==> config.mk <==
export PLATFORM = sky130hd
export DESIGN_NAME = ram_arbiter
export DESIGN_NICKNAME = d
export VERILOG_FILES = /design/src/rtl/ram_arbiter.sv
export SDC_FILE = /design/constraint.sdc
export NUM_CORES = 1
export LEC_CHECK = 0
export ABC_CLOCK_PERIOD_IN_PS = 2000
export CAP_MARGIN = 10
export CORE_AREA = 8 8 113 115
export CTS_CLUSTER_DIAMETER = 60
export DETAILED_ROUTE_END_ITERATION = 10
export DIE_AREA = 0 0 121 123
export PLACE_DENSITY_LB_ADDON = 0.25
export SETUP_SLACK_MARGIN = 0.02
export SYNTH_ARGS = -nofsm -noshare
export SYNTH_HDL_FRONTEND = slang
export SYNTH_SLANG_ARGS = --single-unit
==> constraint.sdc <==
create_clock -name clk -period 2 [get_ports clk]
set_input_delay 0.5 -clock clk [delete_from_list [all_inputs] [get_ports clk]]
set_output_delay 0.5 -clock clk [all_outputs]
set_load 0.05 [all_outputs]
==> src/rtl/ram_arbiter.sv <==
// Two-master arbiter sharing one single-cycle data RAM port (master 0 = CPU, master 1 = DMA/loader).
// Define ARB_FIXED_PRIO_EN for fixed m0 priority; default build uses round-robin with a symmetric hold limit.
module ram_arbiter #(
    parameter int ADDR_W   = 32,
    parameter int DATA_W   = 32,
    parameter int MAX_HOLD = 8
) (
    input  logic              clk,
    input  logic              rst,
    input  logic              m0_req,
    input  logic              m0_we,
    input  logic [ADDR_W-1:0] m0_addr,
    input  logic [3:0]        m0_sel,
    input  logic [DATA_W-1:0] m0_wdata,
    output logic [DATA_W-1:0] m0_rdata,
    output logic              m0_ack,
    input  logic              m1_req,
    input  logic              m1_we,
    input  logic [ADDR_W-1:0] m1_addr,
    input  logic [3:0]        m1_sel,
    input  logic [DATA_W-1:0] m1_wdata,
    output logic [DATA_W-1:0] m1_rdata,
    output logic              m1_ack,
    output logic              ram_ce,
    output logic              ram_we,
    output logic [ADDR_W-1:0] ram_addr,
    output logic [3:0]        ram_sel,
    output logic [DATA_W-1:0] ram_wdata,
    input  logic [DATA_W-1:0] ram_rdata,
    output logic [1:0]        owner
);

    localparam int HOLD_W = $clog2(MAX_HOLD) + 1;
    localparam logic [HOLD_W-1:0] HOLD_LAST = HOLD_W'(MAX_HOLD - 1);
    localparam logic [HOLD_W-1:0] HOLD_ZERO = {HOLD_W{1'b0}};

    typedef enum logic [1:0] {
        IDLE = 2'b00,
        OWN0 = 2'b01,
        OWN1 = 2'b10
    } state_t;

    state_t             state_r, next_state_s;
    logic               last_owner_r, next_last_owner_s;
    logic [HOLD_W-1:0]  hold_cnt_r, next_hold_cnt_s;

    function automatic logic [HOLD_W-1:0] hold_inc(input logic [HOLD_W-1:0] v);
        if (v == {HOLD_W{1'b1}}) begin
            return v;
        end else begin
            return v + HOLD_W'(1);
        end
    endfunction

    // Next-state, tie-break and hold-limit logic
    always_comb begin
        next_state_s      = state_r;
        next_last_owner_s = last_owner_r;
        next_hold_cnt_s   = hold_cnt_r;
        case (state_r)
            IDLE: begin
                next_hold_cnt_s = HOLD_ZERO;
                if (m0_req && m1_req) begin
`ifdef ARB_FIXED_PRIO_EN
                    next_state_s      = OWN0;
                    next_last_owner_s = 1'b0;
`else
                    next_state_s      = last_owner_r ? OWN0 : OWN1;
                    next_last_owner_s = ~last_owner_r;
`endif
                end else if (m0_req) begin
                    next_state_s      = OWN0;
                    next_last_owner_s = 1'b0;
                end else if (m1_req) begin
                    next_state_s      = OWN1;
                    next_last_owner_s = 1'b1;
                end else begin
                    next_state_s = IDLE;
                end
            end
            OWN0: begin
                if (m0_req) begin
`ifdef ARB_FIXED_PRIO_EN
                    next_state_s    = OWN0;
                    next_hold_cnt_s = HOLD_ZERO;
`else
                    if (m1_req && (hold_cnt_r == HOLD_LAST)) begin
                        next_state_s      = OWN1;
                        next_last_owner_s = 1'b1;
                        next_hold_cnt_s   = HOLD_ZERO;
                    end else if (m1_req) begin
                        next_state_s    = OWN0;
                        next_hold_cnt_s = hold_inc(hold_cnt_r);
                    end else begin
                        next_state_s    = OWN0;
                        next_hold_cnt_s = HOLD_ZERO;
                    end
`endif
                end else if (m1_req) begin
                    next_state_s      = OWN1;
                    next_last_owner_s = 1'b1;
                    next_hold_cnt_s   = HOLD_ZERO;
                end else begin
                    next_state_s    = IDLE;
                    next_hold_cnt_s = HOLD_ZERO;
                end
            end
            OWN1: begin
                if (m1_req) begin
                    if (m0_req && (hold_cnt_r == HOLD_LAST)) begin
                        next_state_s      = OWN0;
                        next_last_owner_s = 1'b0;
                        next_hold_cnt_s   = HOLD_ZERO;
                    end else if (m0_req) begin
                        next_state_s    = OWN1;
                        next_hold_cnt_s = hold_inc(hold_cnt_r);
                    end else begin
                        next_state_s    = OWN1;
                        next_hold_cnt_s = HOLD_ZERO;
                    end
                end else if (m0_req) begin
                    next_state_s      = OWN0;
                    next_last_owner_s = 1'b0;
                    next_hold_cnt_s   = HOLD_ZERO;
                end else begin
                    next_state_s    = IDLE;
                    next_hold_cnt_s = HOLD_ZERO;
                end
            end
            default: begin
                next_state_s    = IDLE;
                next_hold_cnt_s = HOLD_ZERO;
            end
        endcase
    end

    // State, last-owner and hold-counter registers
    always_ff @(posedge clk) begin
        if (!rst) begin
            state_r      <= IDLE;
            last_owner_r <= 1'b1;
            hold_cnt_r   <= HOLD_ZERO;
        end else begin
            state_r      <= next_state_s;
            last_owner_r <= next_last_owner_s;
            hold_cnt_r   <= next_hold_cnt_s;
        end
    end

    // Port steering; strobes are masked by rst so an ack-cycle write never commits at a reset edge
    always_comb begin
        ram_ce    = 1'b0;
        ram_we    = 1'b0;
        ram_addr  = {ADDR_W{1'b0}};
        ram_sel   = 4'b0000;
        ram_wdata = {DATA_W{1'b0}};
        m0_ack    = 1'b0;
        m1_ack    = 1'b0;
        m0_rdata  = {DATA_W{1'b0}};
        m1_rdata  = {DATA_W{1'b0}};
        owner     = 2'b00;
        case (state_r)
            OWN0: begin
                owner     = 2'b01;
                ram_ce    = m0_req & rst;
                ram_we    = m0_we & m0_req & rst;
                ram_addr  = m0_addr;
                ram_sel   = m0_sel;
                ram_wdata = m0_wdata;
                m0_ack    = m0_req & rst;
                m0_rdata  = ram_rdata;
            end
            OWN1: begin
                owner     = 2'b10;
                ram_ce    = m1_req & rst;
                ram_we    = m1_we & m1_req & rst;
                ram_addr  = m1_addr;
                ram_sel   = m1_sel;
                ram_wdata = m1_wdata;
                m1_ack    = m1_req & rst;
                m1_rdata  = ram_rdata;
            end
            IDLE: begin
                owner = 2'b00;
            end
            default: begin
                owner = 2'b00;
            end
        endcase
    end

endmodule

Word level (Yosys, flattened, before mapping)
Cells that the tools add are included.
Word-level totals
  register bits after elaboration: 7
  logic and storage cells: 61
  bits in writable memories: 0
  memories kept: 0
  input bits: 174
  bits in read-only memories: 0
  bits in latches: 0
  output and inout port bits: 138
Operators by class
  $add $sub $neg: 1
  shift operators: 0
  equal/unequal tests: 7
  mux-type cells: 37
  reduce and logical (&&, ||, !) cells: 6
  $lt $le $gt $ge: 0
  bitwise logic cells: 7
  div/mod/pow operators: 0
  $mul: 0
Operators by type and width (number)
  $pmux W32 S2: 2
  $mux W32: 2
  $mux W4: 7
  $mux W2: 8
  $pmux W4 S2: 2
  $mux W1: 11
  $ne A3 B3 Y1 const B: 3
  $and A1 B1 Y1: 6
  $pmux W2 S3: 1
  $add A4 B1 Y4 const B: 1
  $eq A4 B3 Y1 const B: 1
  $eq A4 B4 Y1 const B: 1
  $pmux W1 S2: 2
  $pmux W2 S2: 1
  $reduce_and A4 Y1: 1
  $logic_and A1 B1 Y1: 3
  $pmux W1 S3: 1
  $reduce_bool A3 Y1: 1
  $eq A2 B1 Y1 const B: 1
  $eq A2 B2 Y1 const B: 1
  $logic_not A2 Y1: 1
  $not A1 Y1: 1

Logic depth before layout (Yosys ltp)
  depth after elaboration: 6
  mapped depth: 7
  depth with buffers taken out: 6

Worst setup path after synthesis
OpenSTA, ideal clock, no wires.
  kind: flip-flop to output port
  from: reg state_r[0]
  to: out ram_we
  data arrival time: 2107 ps
  cell stages (with the launch flop): 6
  slack: -607 ps
  cells stage by stage: dfxtp_1 inv_1 ha_1 buf_1 nand3_1 a21oi_1
Between the ends
  longest elaborated chain between the ends: 2
  elaborated cells on any way between the ends: 3
RTL lines
  start, declared: RTL line 43  | state_t state_r, next_state_s;
  start signal, assigned: RTL line 144  | state_r <= next_state_s;
  $eq A2 B2 Y1 / $eq A2 B1 Y1 (equally long branches): RTL line 162  | case (state_r)
  $pmux W1 S2 (*): RTL line 162
  end, declared: RTL line 25  | output logic ram_we,
Every way passes the cells marked *; elsewhere a longest branch is shown, timed or not.

Worst setup path in the final report
  from: reg state_r[1]
  to: out ram_wdata[3]
Between the ends
  longest elaborated chain between the ends: 2
  elaborated cells on any way between the ends: 3
RTL lines
  $eq A2 B2 Y1 / $eq A2 B1 Y1 (equally long branches): RTL line 162
  $pmux W32 S2 (*): RTL line 162
  end, declared: RTL line 28  | output logic [DATA_W-1:0] ram_wdata,
Marks and branches as above.

==> flow_summary.yaml <==
outcome:
  status: "finished, violations left"
  violations: "negative setup slack"
place:
  place_inst: 669
  io_buffers: 311
  hpwl_um: 13600
  pre_cts_ws_ps: -35.6
  place_area_um2: 6960
  gp_congestion: 0.800
sta:
  worst_pin_slew_ps: 330
  finalHoldViolCount: 0
  fin_crit_sh_pct: 109
  drv_slew: 0
  fin_crit_ps: 2170
  fin_ws_ps: -174
  finalSetupViolCount: 68
  fmax_ghz: 0.460
  slew_headroom_pct: 78.0
  rsz0062_at_grt: "yes"
  fin_skew_ps: 1.91
  fin_tns_setup_ps: -9830
critical_path:
  worstPathArrival_ps: 1670
  path_class: "flop to output pin"
  worst_path_max_delay_cell: "dfxtp_4"
  critPathLaunchType: "flop"
  crit_fanout: 12
  crit_path_max_incr_delay_ps: 370
  cp.depth: 6
  end_kind: "output pin"
  timing.rr.end: "hold_cnt_r[2]"
  crit_path_cell_trace: "inv_4 -> ha_4 -> and2_4 -> clkbuf_16 -> a22o_4 -> buf_12"
  critical_path_buf_inv_count: 3
  reg2reg_slack_ps: 310
  worstReg2RegStart: "state_r[1]"
  path_delay_family: "buffers and inverters"
  required_ps: 1500
  reg2reg_depth: 6
power_and_ir_drop:
  power.leakage_nw: 3.15
  power_density_nw_per_um2: 369
  vdd_drop_max_uv: 368
  power_mw: 2.75
  p_comb_share_pct: 82.0
  clkPwrFrac_pct: 12.2
  p_seq_share_pct: 5.8
  intPower_mw: 1.62
  p_sw_share_pct: 41.2
  power.switching_mw: 1.13
clock_tree:
  cts_made_buffers: 3
  clk_pin_slew_ps: 40
  cts_root_buf: "clkbuf_16"
  tritoncts: "built"
  h-tree-depth: 1
  clkSinkCount: 7
  insertion_delay_ps: 230
  cts_buffer_depth: 2
route:
  vias: 3170
  drt_first_pass_iters: 4
  drc: 0
  routed_wl_um: 16500
  detail-route-antenna-nets: 0
  vias_per_cell: 4.60
  drt-initial-drc-count: 85
  wl_per_cell_um: 24.0
yosys:
  avgSynthCellArea_um2: 7.44
  yosysUniqueCellTypes: 32
  seq_area_frac_synth_pct: 8.60
  yosys_warnings: 0
  synthesis.area_um2: 1630
  synth_cells: 219
  synth_nets: 398
  ys_seq_elements: 7
layout:
  fin_cells: 689
  drive_above_1_share_pct: 59.7
  final_cell_mix: "clkdlybuf4s50_1 (170), buf_12 (145), and2_2 (60)"
  nets: 724
  syn_to_final_growth_pct: 358
  finalInstanceArea_um2: 7470
  layout_commonest_cell: "clkdlybuf4s50_1"
floorplan:
  die_y_um: 123
  start_util_pct: 14.7
  io_pins: 312
  coreArea_um2: 11100
  die_x_um: 121
  dieArea_um2: 14900
  num_rows: 39
hold_path:
  min_path_cells: 2
  min_path_type: "flop to flop"
  hold_end: "hold_cnt_r[1]"
  hold_start: "hold_cnt_r[1]"
job:
  cap_violations: 0
global_routing:
  overflow: 0
  grtUsageTotal_pct: 19.4
  grt_pass1_wl_um: 22000
  grt_max_degree: 26
  antenna_found_initial: 3
  grt_pass1_vias: 3374
[through the flow]
stage	utilization, %	hold WS (ps)
floorplan	-	464
global placement	62.8	475
detailed placement	62.8	507
CTS	64.1	531
global route	67.4	558
finish	67.4	526
[synthesized netlist by cell type]
cell type	n	area share [%]
nand3_1	1	0.31
o21ai_0	2	0.61
and3_1	2	0.77
nand4b_1	1	0.54
or4_4	1	0.69
a22o_1	68	37
mux2i_1	2	1.2
clkbuf_1	14	3.2
a2111oi_4	1	1.7
buf_1	1	0.23
a21oi_2	1	0.54
nand4_1	2	0.77
a21oi_1	6	1.8
o21ba_2	1	0.61
nand2_1	8	1.8
and3b_4	1	0.77
inv_2	1	0.23
and2_1	66	25
nand2b_1	2	0.77
nor2_1	4	0.92
inv_1	3	0.69
o21a_1	1	0.46
a211oi_1	2	0.92
nor3_2	1	0.61
ha_1	5	3.8
xor2_1	1	0.54
dfxtp_1	7	8.6
nor2b_1	1	0.38
buf_2	9	2.8
nand3b_1	1	0.46
buf_4	2	0.92
o22ai_1	1	0.38
[per-layer routing]
metal / track usage (%) / wire, um / up-vias
li1: - / - / 1469
met1: 17.9 / 5430 / 1503
met3: 12.0 / 2190 / 12
met5: 0 / 10 / -
met2: 35.9 / 8700 / 184
met4: 3.98 / 204 / 2
[repair_timing]
action | in CTS | in global routing
hold endpoints to repair | 0 | 0
endpoints found under the setup margin | 83 | 71
pin swaps | 2 | 15
buffers inserted | 0 | 2
gates cloned | 0 | 12
hold buffers | 0 | 0
gates resized for setup | 15 | 21
[area by class of cell]
cell class	count	area, um2
Sequential cell	7	145
Tap cell	143	179
Fill cell	801	3610
Clock buffer	4	78.8
Multi-Input combinational cell	184	2030
Inverter	4	17.5
Antenna cell	2	5.00
Timing Repair Buffer	345	5010
[registers in the layout, summed over array words and instances, names as in the netlist]
signal	cells
hold_cnt_r	4
state_r	2
last_owner_r	1
[power by group through the flow]
stage | Clock [mW] | Sequential (mW) | Combinational (mW)
after global routing | 0.356 | 0.161 | 2.34
after CTS | 0.342 | 0.160 | 2.17
after floorplan | 0 | 0.161 | 0.940
final | 0.337 | 0.160 | 2.26
after detailed placement | 0 | 0.162 | 2.15
after global placement | 0 | 0.160 | 2.13
[worst max-delay path by stage]
| stage | slack, ps | startpoint | endpoint |
|---|---|---|---|
| after floorplan | -40 | state_r[1] | ram_wdata[10] |
| after global placement | -20 | m0_req | ram_we |
| after detailed placement | -40 | m1_req | hold_cnt_r[2] |
| after CTS | -180 | state_r[1] | ram_addr[26] |
| after global routing | -220 | state_r[1] | ram_wdata[5] |
| final | -170 | state_r[1] | ram_wdata[3] |
[cells by family after synthesis]
| kind of cell | synth area share [%] |
|---|---|
| xor+xnor | 0.537 |
| fa+ha+maj | 3.84 |
| mux | 1.23 |
| compound gates | 43.6 |
| simple gates | 34.2 |
| buf+inv | 8.06 |
| flops | 8.60 |
[tightest hold or removal path: stages, from the launching register on]
cell     delay, ps
dfxtp_1        320
nand4_1         80
a21oi_1         70
Power figures use the tool's default switching activity.
